===== src/rtl/clock_set_ctrl.sv =====
// Time-setting front end for the 24-hour clock: debounced MODE/INC buttons drive
// an edit FSM that loads new hours/minutes downstream and blinks the edited digits.
//
//   state      | meaning
//   ST_RUN     | clock runs, buttons only arm editing
//   ST_SET_HR  | counter frozen, INC advances hours
//   ST_SET_MIN | counter frozen, INC advances minutes, MODE loads and exits
module clock_set_ctrl #(
  parameter int DEBOUNCE_CYCLES = 1_000_000,
  parameter int BLINK_CYCLES    = 12_500_000
) (
  input  logic       clk_i,
  input  logic       rst_n_i,
  input  logic       btn_mode_i,
  input  logic       btn_inc_i,
  input  logic [4:0] cur_hours_i,
  input  logic [5:0] cur_minutes_i,
  output logic       set_mode_o,
  output logic       load_o,
  output logic [4:0] load_hours_o,
  output logic [5:0] load_minutes_o,
  output logic [3:0] blink_mask_o
);

  localparam int DBW = (DEBOUNCE_CYCLES > 1) ? $clog2(DEBOUNCE_CYCLES) : 1;
  localparam int BKW = (BLINK_CYCLES > 1) ? $clog2(BLINK_CYCLES) : 1;
  localparam logic [DBW-1:0] DB_LAST = DBW'(DEBOUNCE_CYCLES - 1);
  localparam logic [BKW-1:0] BK_LAST = BKW'(BLINK_CYCLES - 1);

  typedef enum logic [1:0] {
    ST_RUN     = 2'd0,
    ST_SET_HR  = 2'd1,
    ST_SET_MIN = 2'd2
  } state_e;

  // Bit 0 is MODE, bit 1 is INC throughout the button path.
  logic [1:0]     btn_raw;
  logic [1:0]     sync1_q, sync2_q, stable_q, prev_q, arm_q, vld_q;
  logic [DBW-1:0] db_cnt_q [2];
  logic [1:0]     evt;
  logic           mode_evt, inc_evt;

  assign btn_raw = {btn_inc_i, btn_mode_i};

  always_ff @(posedge clk_i or negedge rst_n_i) begin
    if (!rst_n_i) begin
      sync1_q  <= '0;
      sync2_q  <= '0;
      stable_q <= '0;
      prev_q   <= '0;
      arm_q    <= '0;
      vld_q    <= '0;
      for (int b = 0; b < 2; b++) db_cnt_q[b] <= '0;
    end else begin
      sync1_q <= btn_raw;
      sync2_q <= sync1_q;
      prev_q  <= stable_q;
      vld_q   <= {vld_q[0], 1'b1};
      for (int b = 0; b < 2; b++) begin
        if (sync2_q[b] != stable_q[b]) begin
          if (db_cnt_q[b] == DB_LAST) begin
            stable_q[b] <= sync2_q[b];
            db_cnt_q[b] <= '0;
          end else begin
            db_cnt_q[b] <= db_cnt_q[b] + DBW'(1);
          end
        end else begin
          db_cnt_q[b] <= '0;
        end
        // A button held through reset must be seen released before it may fire.
        if (vld_q[1] && !sync2_q[b] && !stable_q[b]) arm_q[b] <= 1'b1;
      end
    end
  end

  assign evt      = stable_q & ~prev_q & arm_q;
  assign mode_evt = evt[0];
  assign inc_evt  = evt[1];

  state_e         state_q, state_d;
  logic [4:0]     hours_q, hours_d;
  logic [5:0]     minutes_q, minutes_d;
  logic           load_q, load_d;
  logic [BKW-1:0] blink_cnt_q, blink_cnt_d;
  logic           phase_q, phase_d;
  logic           blink_clr;

  always_ff @(posedge clk_i or negedge rst_n_i) begin
    if (!rst_n_i) begin
      state_q     <= ST_RUN;
      hours_q     <= '0;
      minutes_q   <= '0;
      load_q      <= 1'b0;
      blink_cnt_q <= '0;
      phase_q     <= 1'b0;
    end else begin
      state_q     <= state_d;
      hours_q     <= hours_d;
      minutes_q   <= minutes_d;
      load_q      <= load_d;
      blink_cnt_q <= blink_cnt_d;
      phase_q     <= phase_d;
    end
  end

  always_comb begin
    state_d   = state_q;
    hours_d   = hours_q;
    minutes_d = minutes_q;
    load_d    = 1'b0;
    blink_clr = inc_evt;
    unique case (state_q)
      ST_RUN: begin
        if (mode_evt) begin
          hours_d   = cur_hours_i;
          minutes_d = cur_minutes_i;
          state_d   = ST_SET_HR;
          blink_clr = 1'b1;
        end
      end
      ST_SET_HR: begin
        if (mode_evt) begin
          state_d   = ST_SET_MIN;
          blink_clr = 1'b1;
        end else if (inc_evt) begin
          hours_d = (hours_q >= 5'd23) ? 5'd0 : hours_q + 5'd1;
        end
      end
      ST_SET_MIN: begin
        if (mode_evt) begin
          state_d = ST_RUN;
          load_d  = 1'b1;
        end else if (inc_evt) begin
          minutes_d = (minutes_q >= 6'd59) ? 6'd0 : minutes_q + 6'd1;
        end
      end
      default: state_d = ST_RUN;
    endcase

    if (blink_clr) begin
      blink_cnt_d = '0;
      phase_d     = 1'b0;
    end else if (blink_cnt_q == BK_LAST) begin
      blink_cnt_d = '0;
      phase_d     = ~phase_q;
    end else begin
      blink_cnt_d = blink_cnt_q + BKW'(1);
      phase_d     = phase_q;
    end
  end

  always_comb begin
    blink_mask_o = 4'b0000;
    case (state_q)
      ST_SET_HR:  blink_mask_o = {phase_q, phase_q, 2'b00};
      ST_SET_MIN: blink_mask_o = {2'b00, phase_q, phase_q};
      default:    blink_mask_o = 4'b0000;
    endcase
  end

  assign set_mode_o     = (state_q != ST_RUN);
  assign load_o         = load_q;
  assign load_hours_o   = hours_q;
  assign load_minutes_o = minutes_q;

endmodule

===== config.mk =====
export PLATFORM = sky130hd
export DESIGN_NAME = clock_set_ctrl
export DESIGN_NICKNAME = d
export VERILOG_FILES = /design/src/rtl/clock_set_ctrl.sv
export SDC_FILE = /design/constraint.sdc
export NUM_CORES = 1
export LEC_CHECK = 0
export BUFFER_PORTS_ARGS = -buffer_cell sky130_fd_sc_hd__buf_2
export CAP_MARGIN = 20
export CORE_UTILIZATION = 45
export CTS_CLUSTER_DIAMETER = 50
export DETAILED_ROUTE_END_ITERATION = 7
export PLACE_DENSITY_LB_ADDON = 0.2
export SYNTH_ARGS = -nofsm -noshare
export SYNTH_HDL_FRONTEND = slang
export SYNTH_SLANG_ARGS = --single-unit
export TNS_END_PERCENT = 50

===== constraint.sdc =====
create_clock -name clk_i -period 4.9 [get_ports clk_i]
set_input_delay 0 -clock clk_i [delete_from_list [all_inputs] [get_ports clk_i]]
set_output_delay 0 -clock clk_i [all_outputs]
set_load 0.1 [all_outputs]

==> summary.txt, run 1 <==
TNS Setup = 0 ns
Peak VDD IR = 0.000162 V
wirelength, routed = 9040 um
final setup margin = 2.47 ns
hold buffer count at cts = 9
clk buf depth = 2
fin nets = 532
Worst setup EP type = flop
P_sw = 0.000301 W
WP data required = 5.15 ns
leakage = 2.17 nW
vias per inst = 5.63
RSZ-0062 raised after global routing = false
Slew Limit Fails = 0
Synth Flop Type = dfrtp_1
Setup-failing EPs final = 0
commonest non-fill, non-tap cells in the layout = 91 x dfrtp_1, 54 x nor2_1, 30 x buf_2
Final HPWL DP = 6170 um
Yosys cell types = 54
Post-Syn Area = 0.00467 mm^2
H-Tree Depth = 3
largest cells by area after synthesis = dfrtp_1 49%, nor2_1 4.3%, xnor2_1 4.3%
clk_lat worst skew = 0.37 ns
Die W = 104 um
GRT overflow = 0
share of the synthesized area in the top cell type = 48.8%
MaxCap Viol Count = 0
CTS Buf Count = 9
FFs w/ async S/R, synth = 100%
Synth Instances = 469
die area = 0.0108 mm^2
IO Port Bufs = 31
maximum number of pins on one net before global-route repair = 52
CP startpoint kind = flop
WL/cell = 14.0 um
syn_area_per_cell = 9.96 um^2
worst-path cell chain = nor4b_1 > nand4b_1 > o41ai_2 > buf_4 > a21oi_1
Initial Util = 47.1%
Final Hold Viols = 0
Final GP Congestion = 0.749
GRT Util Overall = 18.2%
TritonCTS clock tree = yes
Ant. Diodes = 0
finished layout cell area = 0.00525 mm^2
Syn-to-layout area delta = 12.4%
final core utilization = 53.0%
Filler Cells Inserted = 892
Rel. slew slack = 34.9%
placed cell area = 0.00493 mm^2
min-delay worst type = primary input to flop
clock sink total = 91
Critical Setup Path Class = flop to flop
Via Count = 3635
Flop pwr share = 55.4%
max frequency = 0.412 GHz
Post-synth EDFFs = 0
pre-CTS setup slack = 2.48 ns
syn_nets = 493
Placed Cells = 621
clk root buf = clkbuf_8
CTS resizes = 0
post-route clock period utilization = 49.5%
Slew @ Worst Pin = 0.974 ns
cell family with most CP delay = compound AO/OA/AOI/OAI gates
sequential area share after synthesis = 48.8%
antenna violation net count after detailed routing = 0
first-pass GRT wire length = 16200 um
area leader, netlist = dfrtp_1
crit path max fanout = 11
CP bufs+invs = 1
chip height = 104 um
Layout Cells excl Fill = 646
synthesized flop and latch total = 91
clock network power share = 41.3%
share of cells above drive strength 1 = 13.5%
vias in the first global route = 3602
# IOs = 32
Combinational Power Share = 3.3%
initial antenna violation count = 0
crit path DAT = 2.68 ns
sw frac = 21.8%
Core Area = 0.00991 mm^2
max incr delay on CP = 0.92 ns
CTS clock-pin slew for the worst setup and hold paths = 0.09 ns
Slowest-stage cell, CP = o41ai_2
Pint = 0.00108 W
yosys warns = 0
clk_skew = 0.00961 ns
count of TritonRoute iterations in the first routing pass = 4
pwr dens = 262 mW/mm^2
most common cell after layout, fill and taps aside = dfrtp_1
Post-CTS Setup Inserts = 0
Remaining DRCs = 0
drt first-iter violations = 138
status = complete, no violations
Final min period = 2.43 ns
Rows = 36
## synth_stat cells, types with 2 or more instances
cell type,count
nand3_2,2
buf_2,3
nand4_1,13
inv_1,20
or4_1,15
and3b_1,2
a221o_1,4
o22ai_1,5
buf_4,2
and3_1,10
o2bb2ai_1,2
nor4b_2,2
and4_1,4
nor4_1,9
nand3b_1,3
nor4bb_1,2
nand4b_1,4
nor4b_1,4
nor3_1,11
a21oi_1,23
nand3_1,25
buf_6,3
or2_0,2
mux2_2,6
nor2_1,54
o31ai_1,15
a21o_1,2
dfrtp_1,91
nor2b_1,3
and2_1,4
or3_1,9
o21ai_0,15
a21boi_0,2
ha_1,9
nand2_1,27
xor2_1,15
clkbuf_1,7
a211oi_1,2
xnor2_1,23
## worst register-to-register path, delay by kind of cell, from the launching register on
family / cells / cell delay, ns
compound gates: 2 / 0.98
flops: 1 / 0.46
buf+inv: 1 / 0.31
simple gates: 2 / 0.55
## kinds of logic after synthesis
family                     share of synthesized area (%)
adders and majority gates                           2.41
other                                             0.0803
muxes                                               1.45
buffers and inverters                               3.54
xor gates and xnor gates                            7.13
DFF                                                 48.8
and+or+nand+nor                                     25.1
AOI/OAI and AO/OA                                   11.6
## layer usage
| metal | GRT usage [%] | share of wire, % | up-vias |
|---|---|---|---|
| li1 | - | - | 1781 |
| met1 | 22.7 | 46 | 1778 |
| met2 | 30.5 | 49 | 61 |
| met3 | 5.08 | 3.3 | 15 |
| met4 | 5.82 | 1.5 | 0 |
| met5 | 0 | 0 | - |
## worst paths after layout
kind | from | endpoint | slack (ns) | cells past startpoint
worst max-delay path | db_cnt_q[30]$_DFF_PN0_ | db_cnt_q[38]$_DFF_PN0_ | 2.47 | 5
worst min-delay path | cur_minutes_i[1] | load_minutes_o[1]$_DFFE_PN0P_ | 0.04 | 4
worst max register to register | db_cnt_q[30]$_DFF_PN0_ | db_cnt_q[38]$_DFF_PN0_ | 2.47 | 5
worst min register to register | vld_q[0]$_DFF_PN0_ | vld_q[1]$_DFF_PN0_ | 0.35 | 0
max in group asynchronous | rst_n_i | db_cnt_q[26]$_DFF_PN0_ | 3.70 | 3
min in group asynchronous | rst_n_i | load_minutes_o[5]$_DFFE_PN0P_ | 0.15 | 2
## through the flow
step,power (W),hold WS (ns)
after floorplan,0.000792,-0.296
after global routing,0.00143,0.0501
after detailed placement,0.000818,0.0169
final,0.00138,0.0370
after global placement,0.000818,0.0171
after CTS,0.00140,0.0255
## layout make-up
cell class | count | area [um^2] | area share, %
timing repair buffer | 43 | 270 | 5.15
multi-input combinational | 343 | 2240 | 42.6
clock inverter | 6 | 87.6 | 1.67
sequential | 91 | 2280 | 43.4
inverter | 20 | 75.1 | 1.43
tap | 133 | 166 | 3.17
clock buffer | 10 | 138 | 2.62
## registers in the layout, indices dropped and copies added, names as in the netlist, 5 cells and up
name            count
db_cnt_q           40
blink_cnt_q        24
load_minutes_o      6
load_hours_o        5
## power groups by stage
stage,Sequential (W),Clock [W],Combinational (W)
after global placement,0.000777,0,0.0000407
after floorplan,0.000776,0,0.0000155
after global routing,0.000764,0.000619,0.0000521
final,0.000762,0.000569,0.0000451
after detailed placement,0.000777,0,0.0000409
after CTS,0.000762,0.000593,0.0000469
No activity file was read; power rests on OpenSTA's default activity.
==> run 2: changes to the inputs <==
==> constraint.sdc (replaced) <==
create_clock -name clk_i -period 2.2 [get_ports clk_i]
set_input_delay 0 -clock clk_i [delete_from_list [all_inputs] [get_ports clk_i]]
set_output_delay 0 -clock clk_i [all_outputs]
set_load 0.1 [all_outputs]
==> run 2 against run 1 <==
Clock power up 83%. Die area is the same. Highest routed layer unchanged. Clock skew up 0.0015 ns. Count of clock-buffer cells in the layout unchanged. Power rose by 110%. First-iteration DRC count increased by 5.8%. Register-to-register slack lost 2.3 ns. Non-clock buffer count grew 7. Wire length is 0.89% lower. Utilization grew 0.050 points. Via count fell by 1.8%. Maximum frequency is 22% higher.
==> summary.txt, run 2 (synthesis gave the netlist of run 1 again) <==
status = complete, no violations
RSZ-0062 raised after global routing = false
drt first-iter violations = 146 (+5.8%)
fin nets = 539 (+1.3%)
clk buf depth = 2 (unchanged)
Setup-failing EPs final = 0 (unchanged)
CTS clock-pin slew for the worst setup and hold paths = 0.08 ns (about the same)
Peak VDD IR = 0.000234 V (+45%)
vias in the first global route = 3442 (-4.4%)
IO Port Bufs = 31 (unchanged)
finished layout cell area = 0.00526 mm^2 (about the same)
clock sink total = 91 (unchanged)
min-delay worst type = primary input to flop
WL/cell = 13.8 um (-1.5%)
Critical R2R Launch = blink_cnt_q[5]$_DFF_PN0_
reg2reg path depth = 4 (-1)
crit path max fanout = 12 (+1)
H-Tree Depth = 3 (unchanged)
initial antenna violation count = 0 (unchanged)
crit path DAT = 2.26 ns (-0.42 ns)
Initial Util = 47.1% (unchanged)
Biggest register = db_cnt_q
leakage = 2.18 nW (+0.47%)
worst-path cell chain = nand4_2 > or4_4 > or4_1 > a21oi_1
Final GP Congestion = 0.786 (+4.9%)
reg2reg end = blink_cnt_q[23]$_DFF_PN0_
die area = 0.0108 mm^2 (unchanged)
WP data required = 2.47 ns (-2.68 ns)
Worst setup EP type = flop
vias per inst = 5.49 (-2.4%)
antenna violation net count after detailed routing = 0 (unchanged)
clk root buf = clkbuf_8
most common cell after layout, fill and taps aside = dfrtp_1
Via Count = 3570 (-1.8%)
Post-CTS Setup Inserts = 0 (unchanged)
clk_skew = 0.0111 ns (+0.00149 ns)
# IOs = 32 (unchanged)
MaxCap Viol Count = 0 (unchanged)
critical hold path startpoint = cur_hours_i[4]
Final min period = 1.99 ns (-0.434 ns)
CTS Buf Count = 9 (unchanged)
share of cells above drive strength 1 = 14.3% (+0.86 points)
placed cell area = 0.00501 mm^2 (+1.6%)
Ant. Diodes = 0 (unchanged)
Hold Path Depth = 3 (-1)
Slowest-stage cell, CP = or4_4
commonest non-fill, non-tap cells in the layout = 91 x dfrtp_1, 54 x nor2_1, 30 x buf_2
count of TritonRoute iterations in the first routing pass = 4 (unchanged)
max incr delay on CP = 0.60 ns (-0.32 ns)
Final HPWL DP = 6330 um (+2.5%)
CP startpoint kind = flop
GRT overflow = 0 (unchanged)
Syn-to-layout area delta = 12.5% (about the same)
GRT Util Overall = 17.6% (-0.65 points)
max reg flops = 40 (unchanged)
Core Area = 0.00991 mm^2 (unchanged)
Die W = 104 um (unchanged)
clk_lat worst skew = 0.35 ns (-0.02 ns)
max frequency = 0.502 GHz (+22%)
TritonCTS clock tree = yes
Rows = 36 (unchanged)
Critical Setup Path Class = flop to flop
TNS Setup = 0 ns (unchanged)
Final Hold Viols = 0 (unchanged)
CTS resizes = 0 (unchanged)
Remaining DRCs = 0 (unchanged)
maximum number of pins on one net before global-route repair = 41 (-21%)
pwr dens = 542 mW/mm^2 (+110%)
chip height = 104 um (unchanged)
Rel. slew slack = 59.4% (+25 points)
Slew @ Worst Pin = 0.603 ns (-0.370 ns)
post-route clock period utilization = 90.5% (+41 points)
first-pass GRT wire length = 15600 um (-3.9%)
reg-to-reg slack, setup = 0.21 ns (-2.27 ns)
Slew Limit Fails = 0 (unchanged)
wirelength, routed = 8960 um (-0.89%)
WHS Endpoint = load_hours_o[4]$_DFFE_PN0P_
==> run 2: changes by cell type in the layout (fill, tap and decap cells not counted), sizes merged <==
cell / previous run / this run
buf: 34 / 43
bufinv: 2 / 1
clkinv: 3 / 1
clkinvlp: 0 / 1
dlygate4sd3: 9 / 7
inv: 21 / 20
==> run 2: critical path, delay by kind of cell, from the launching register on <==
family             cells  cell delay (ns)
and+or+nand+nor        3             1.26
AOI/OAI and AO/OA      1             0.18
DFF                    1             0.47
==> run 2: how the worst max path moves through the flow <==
stage | cells past startpoint | endpoint | from
finish | 4 | blink_cnt_q[23]$_DFF_PN0_ | blink_cnt_q[5]$_DFF_PN0_
global route | 4 | blink_cnt_q[23]$_DFF_PN0_ | blink_cnt_q[5]$_DFF_PN0_
CTS | 4 | blink_cnt_q[23]$_DFF_PN0_ | blink_cnt_q[5]$_DFF_PN0_
detailed placement | 4 | blink_cnt_q[23]$_DFF_PN0_ | blink_cnt_q[5]$_DFF_PN0_
global placement | 6 | load_minutes_o[4]$_DFFE_PN0P_ | state_q[1]$_DFFE_PN0P_
floorplan | 5 | blink_mask_o[1] | state_q[0]$_DFFE_PN0P_
==> run 2: timing repair <==
| item | in CTS | in global routing |
|---|---|---|
| setup endpoints to repair | 0 | 0 |
| hold endpoints to repair | 44 | 0 |
| hold buffers | 7 | 0 |
==> run 2: area by class of cell <==
| cell class | instances | area (um^2) |
|---|---|---|
| fill | 928 | 4650 |
| sequential | 91 | 2280 |
| inverter | 20 | 75.1 |
| tap | 133 | 166 |
| timing repair buffer | 50 | 330 |
| clock buffer | 10 | 128 |
| clock inverter | 3 | 42.5 |
| multi-input combinational | 343 | 2240 |
==> run 2: metal layers <==
metal	GRT usage, %	wire length (um)
met5	0	0
met4	6.63	127
met3	3.45	282
met2	28.5	4130
met1	23.3	4420
==> run 2: power by group <==
group	switching (W)	internal [W]
clock	0.000539	0.000506
combinational	0.0000630	0.0000427
sequential	0.0000126	0.00169
==> run 2: metrics by stage <==
step	utilization, %	worst slack [ns]	std cells	power, W	hold WS, ns
2_1_floorplan	-	0.0152	469	0.00176	-0.296
3_3_place_gp	50.6	0.320	630	0.00183	0.0176
3_5_place_dp	50.6	0.244	630	0.00183	0.0153
4_1_cts	53.0	0.224	650	0.00289	0.0162
5_1_grt	53.0	0.132	650	0.00297	0.0700
6_report	53.0	0.209	650	0.00285	0.0308
==> run 3: changes to the inputs <==
--- a/config.mk
+++ b/config.mk
@@ -7,7 +7,9 @@
 export LEC_CHECK = 0
 export BUFFER_PORTS_ARGS = -buffer_cell sky130_fd_sc_hd__buf_2
 export CAP_MARGIN = 20
-export CORE_UTILIZATION = 45
+export CELL_PAD_IN_SITES_DETAIL_PLACEMENT = 1
+export CELL_PAD_IN_SITES_GLOBAL_PLACEMENT = 1
+export CORE_UTILIZATION = 43
 export CTS_CLUSTER_DIAMETER = 50
 export DETAILED_ROUTE_END_ITERATION = 7
 export PLACE_DENSITY_LB_ADDON = 0.2
==> run 3 against run 2 <==
Utilization down 2.5 points. Sequential power about the same. Critical path depth up 1. Register-to-register slack worse by 0.05 ns. Non-clock buffer count up 1. Global-route usage up 3.2 points. Largest power group unchanged. Highest routed layer unchanged.
==> summary.txt, run 3 (synthesis gave the netlist of run 1 again) <==
Remaining DRCs = 0 (unchanged)
post-route clock period utilization = 92.7% (+2.2 points)
wirelength, routed = 10500 um (+17%)
chip height = 106 um (+2.3%)
GRT overflow = 0 (unchanged)
crit path DAT = 2.33 ns (+0.07 ns)
pwr dens = 545 mW/mm^2 (+0.50%)
CTS resizes = 0 (unchanged)
WL/cell = 16.0 um (+16%)
RSZ-0062 raised after global routing = false
Tot Pwr = 0.00286 W (+0.57%)
maximum number of pins on one net before global-route repair = 42 (+2.4%)
status = complete, no violations
crit path max fanout = 7 (-5)
TritonCTS clock tree = yes
first-pass GRT wire length = 18800 um (+20%)
most common cell after layout, fill and taps aside = dfrtp_1
reg2reg path depth = 5 (+1)
Via Count = 3689 (+3.3%)
CTS Buf Count = 9 (unchanged)
max frequency = 0.490 GHz (-2.4%)
MaxCap Viol Count = 0 (unchanged)
vias in the first global route = 4029 (+17%)
fin nets = 540 (+0.19%)
GRT Util Overall = 20.8% (+3.2 points)
Final Hold Viols = 0 (unchanged)
Filler Cells Inserted = 1198 (+29%)
Setup-failing EPs final = 0 (unchanged)
commonest non-fill, non-tap cells in the layout = 91 x dfrtp_1, 54 x nor2_1, 30 x buf_2
Die W = 106 um (+2.3%)
antenna violation net count after detailed routing = 0 (unchanged)
Initial Util = 44.8% (-2.3 points)
Slew @ Worst Pin = 0.588 ns (-0.0157 ns)
# IOs = 32 (unchanged)
clk buf depth = 2 (unchanged)
TNS Setup = 0 ns (unchanged)
clk root buf = clkbuf_8
Syn-to-layout area delta = 12.6% (about the same)
Final GP Congestion = 0.820 (+4.4%)
Core Area = 0.0104 mm^2 (+5.1%)
max reg flops = 40 (unchanged)
Rows = 37 (+2.8%)
Slew Limit Fails = 0 (unchanged)
initial antenna violation count = 0 (unchanged)
IO Port Bufs = 31 (unchanged)
min-delay worst type = primary input to flop
Post-CTS Setup Inserts = 0 (unchanged)
Final HPWL DP = 7520 um (+19%)
count of TritonRoute iterations in the first routing pass = 4 (unchanged)
Rel. slew slack = 60.7% (+1.3 points)
vias per inst = 5.61 (+2.2%)
clock sink total = 91 (unchanged)
hold buffer count at cts = 8 (+1)
drt first-iter violations = 166 (+14%)
H-Tree Depth = 3 (unchanged)
clk_skew = 0.00716 ns (-0.00394 ns)
leakage = 2.18 nW (+0.24%)
Critical Setup Path Class = flop to flop
Ant. Diodes = 0 (unchanged)
CP startpoint kind = flop
die area = 0.0113 mm^2 (+4.6%)
share of cells above drive strength 1 = 14.4% (+0.082 points)
Final min period = 2.04 ns (+0.0480 ns)
Biggest register = db_cnt_q
CTS clock-pin slew for the worst setup and hold paths = 0.08 ns (about the same)
Hold Path Depth = 3 (unchanged)
WP data required = 2.50 ns (+0.03 ns)
clk_lat worst skew = 0.36 ns (about the same)
Worst setup EP type = flop
Peak VDD IR = 0.000204 V (-13%)
[run 3: cell count changes in the layout (fill, tap and decap cells not counted), sizes merged]
cell / before / now
clkbuf: 10 / 14
dlygate4sd3: 7 / 8
bufinv: 1 / 0
clkinv: 1 / 2
clkinvlp: 1 / 0
[run 3: worst max-delay path: stages (launching register included)]
cell	delay, ns
dfrtp_1	0.42
inv_1	0.08
ha_1	0.28
nor4b_2	0.60
nor4b_1	0.40
a221o_1	0.20
[run 3: cell type report]
cell class / instances / area, um^2 / share of cell area (%)
Tap cell: 136 / 170 / 3.24
Timing Repair Buffer: 51 / 328 / 6.23
Sequential cell: 91 / 2280 / 43.3
Multi-Input combinational cell: 343 / 2240 / 42.5
Clock buffer: 14 / 163 / 3.09
Clock inverter: 2 / 10.0 / 0.190
Inverter: 20 / 75.1 / 1.43
[run 3: where the power goes]
group	internal, W	switching (W)
Sequential	0.00169	0.0000137
Clock	0.000472	0.000586
Combinational	0.0000425	0.0000651
[run 3: metrics by stage]
step / util, % / cell area [um^2] / setup WS [ns] / instances / hold slack, ns
after floorplan: - / 4670 / 0.0152 / 469 / -0.296
after global placement: 48.1 / 5010 / 0.298 / 633 / 0.0133
after detailed placement: 48.1 / 5010 / 0.166 / 633 / 0.0133
after CTS: 50.5 / 5260 / 0.157 / 657 / 0.00408
after global routing: 50.5 / 5260 / 0.00294 / 657 / 0.0576
final: 50.5 / 5260 / 0.161 / 657 / 0.0141
[run 3: path summary, 6_finish.rpt]
path	slack (ns)	startpoint	endpoint
min in group asynchronous	0.15	rst_n_i	load_minutes_o[5]$_DFFE_PN0P_
hold / removal	0.01	cur_hours_i[4]	load_hours_o[4]$_DFFE_PN0P_
setup / recovery	0.16	state_q[0]$_DFFE_PN0P_	load_hours_o[3]$_DFFE_PN0P_
setup reg to reg	0.16	state_q[0]$_DFFE_PN0P_	load_hours_o[3]$_DFFE_PN0P_
hold reg to reg	0.36	vld_q[0]$_DFF_PN0_	vld_q[1]$_DFF_PN0_
max in group asynchronous	1.38	rst_n_i	blink_cnt_q[0]$_DFF_PN0_
[run 3: layer usage]
layer | vias up | track usage, % | wire (um)
met1 | 1837 | 26.3 | 4870
met4 | 0 | 6.75 | 147
li1 | 1795 | - | -
met2 | 43 | 35.9 | 5230
met5 | - | 0 | 0
met3 | 14 | 3.56 | 241
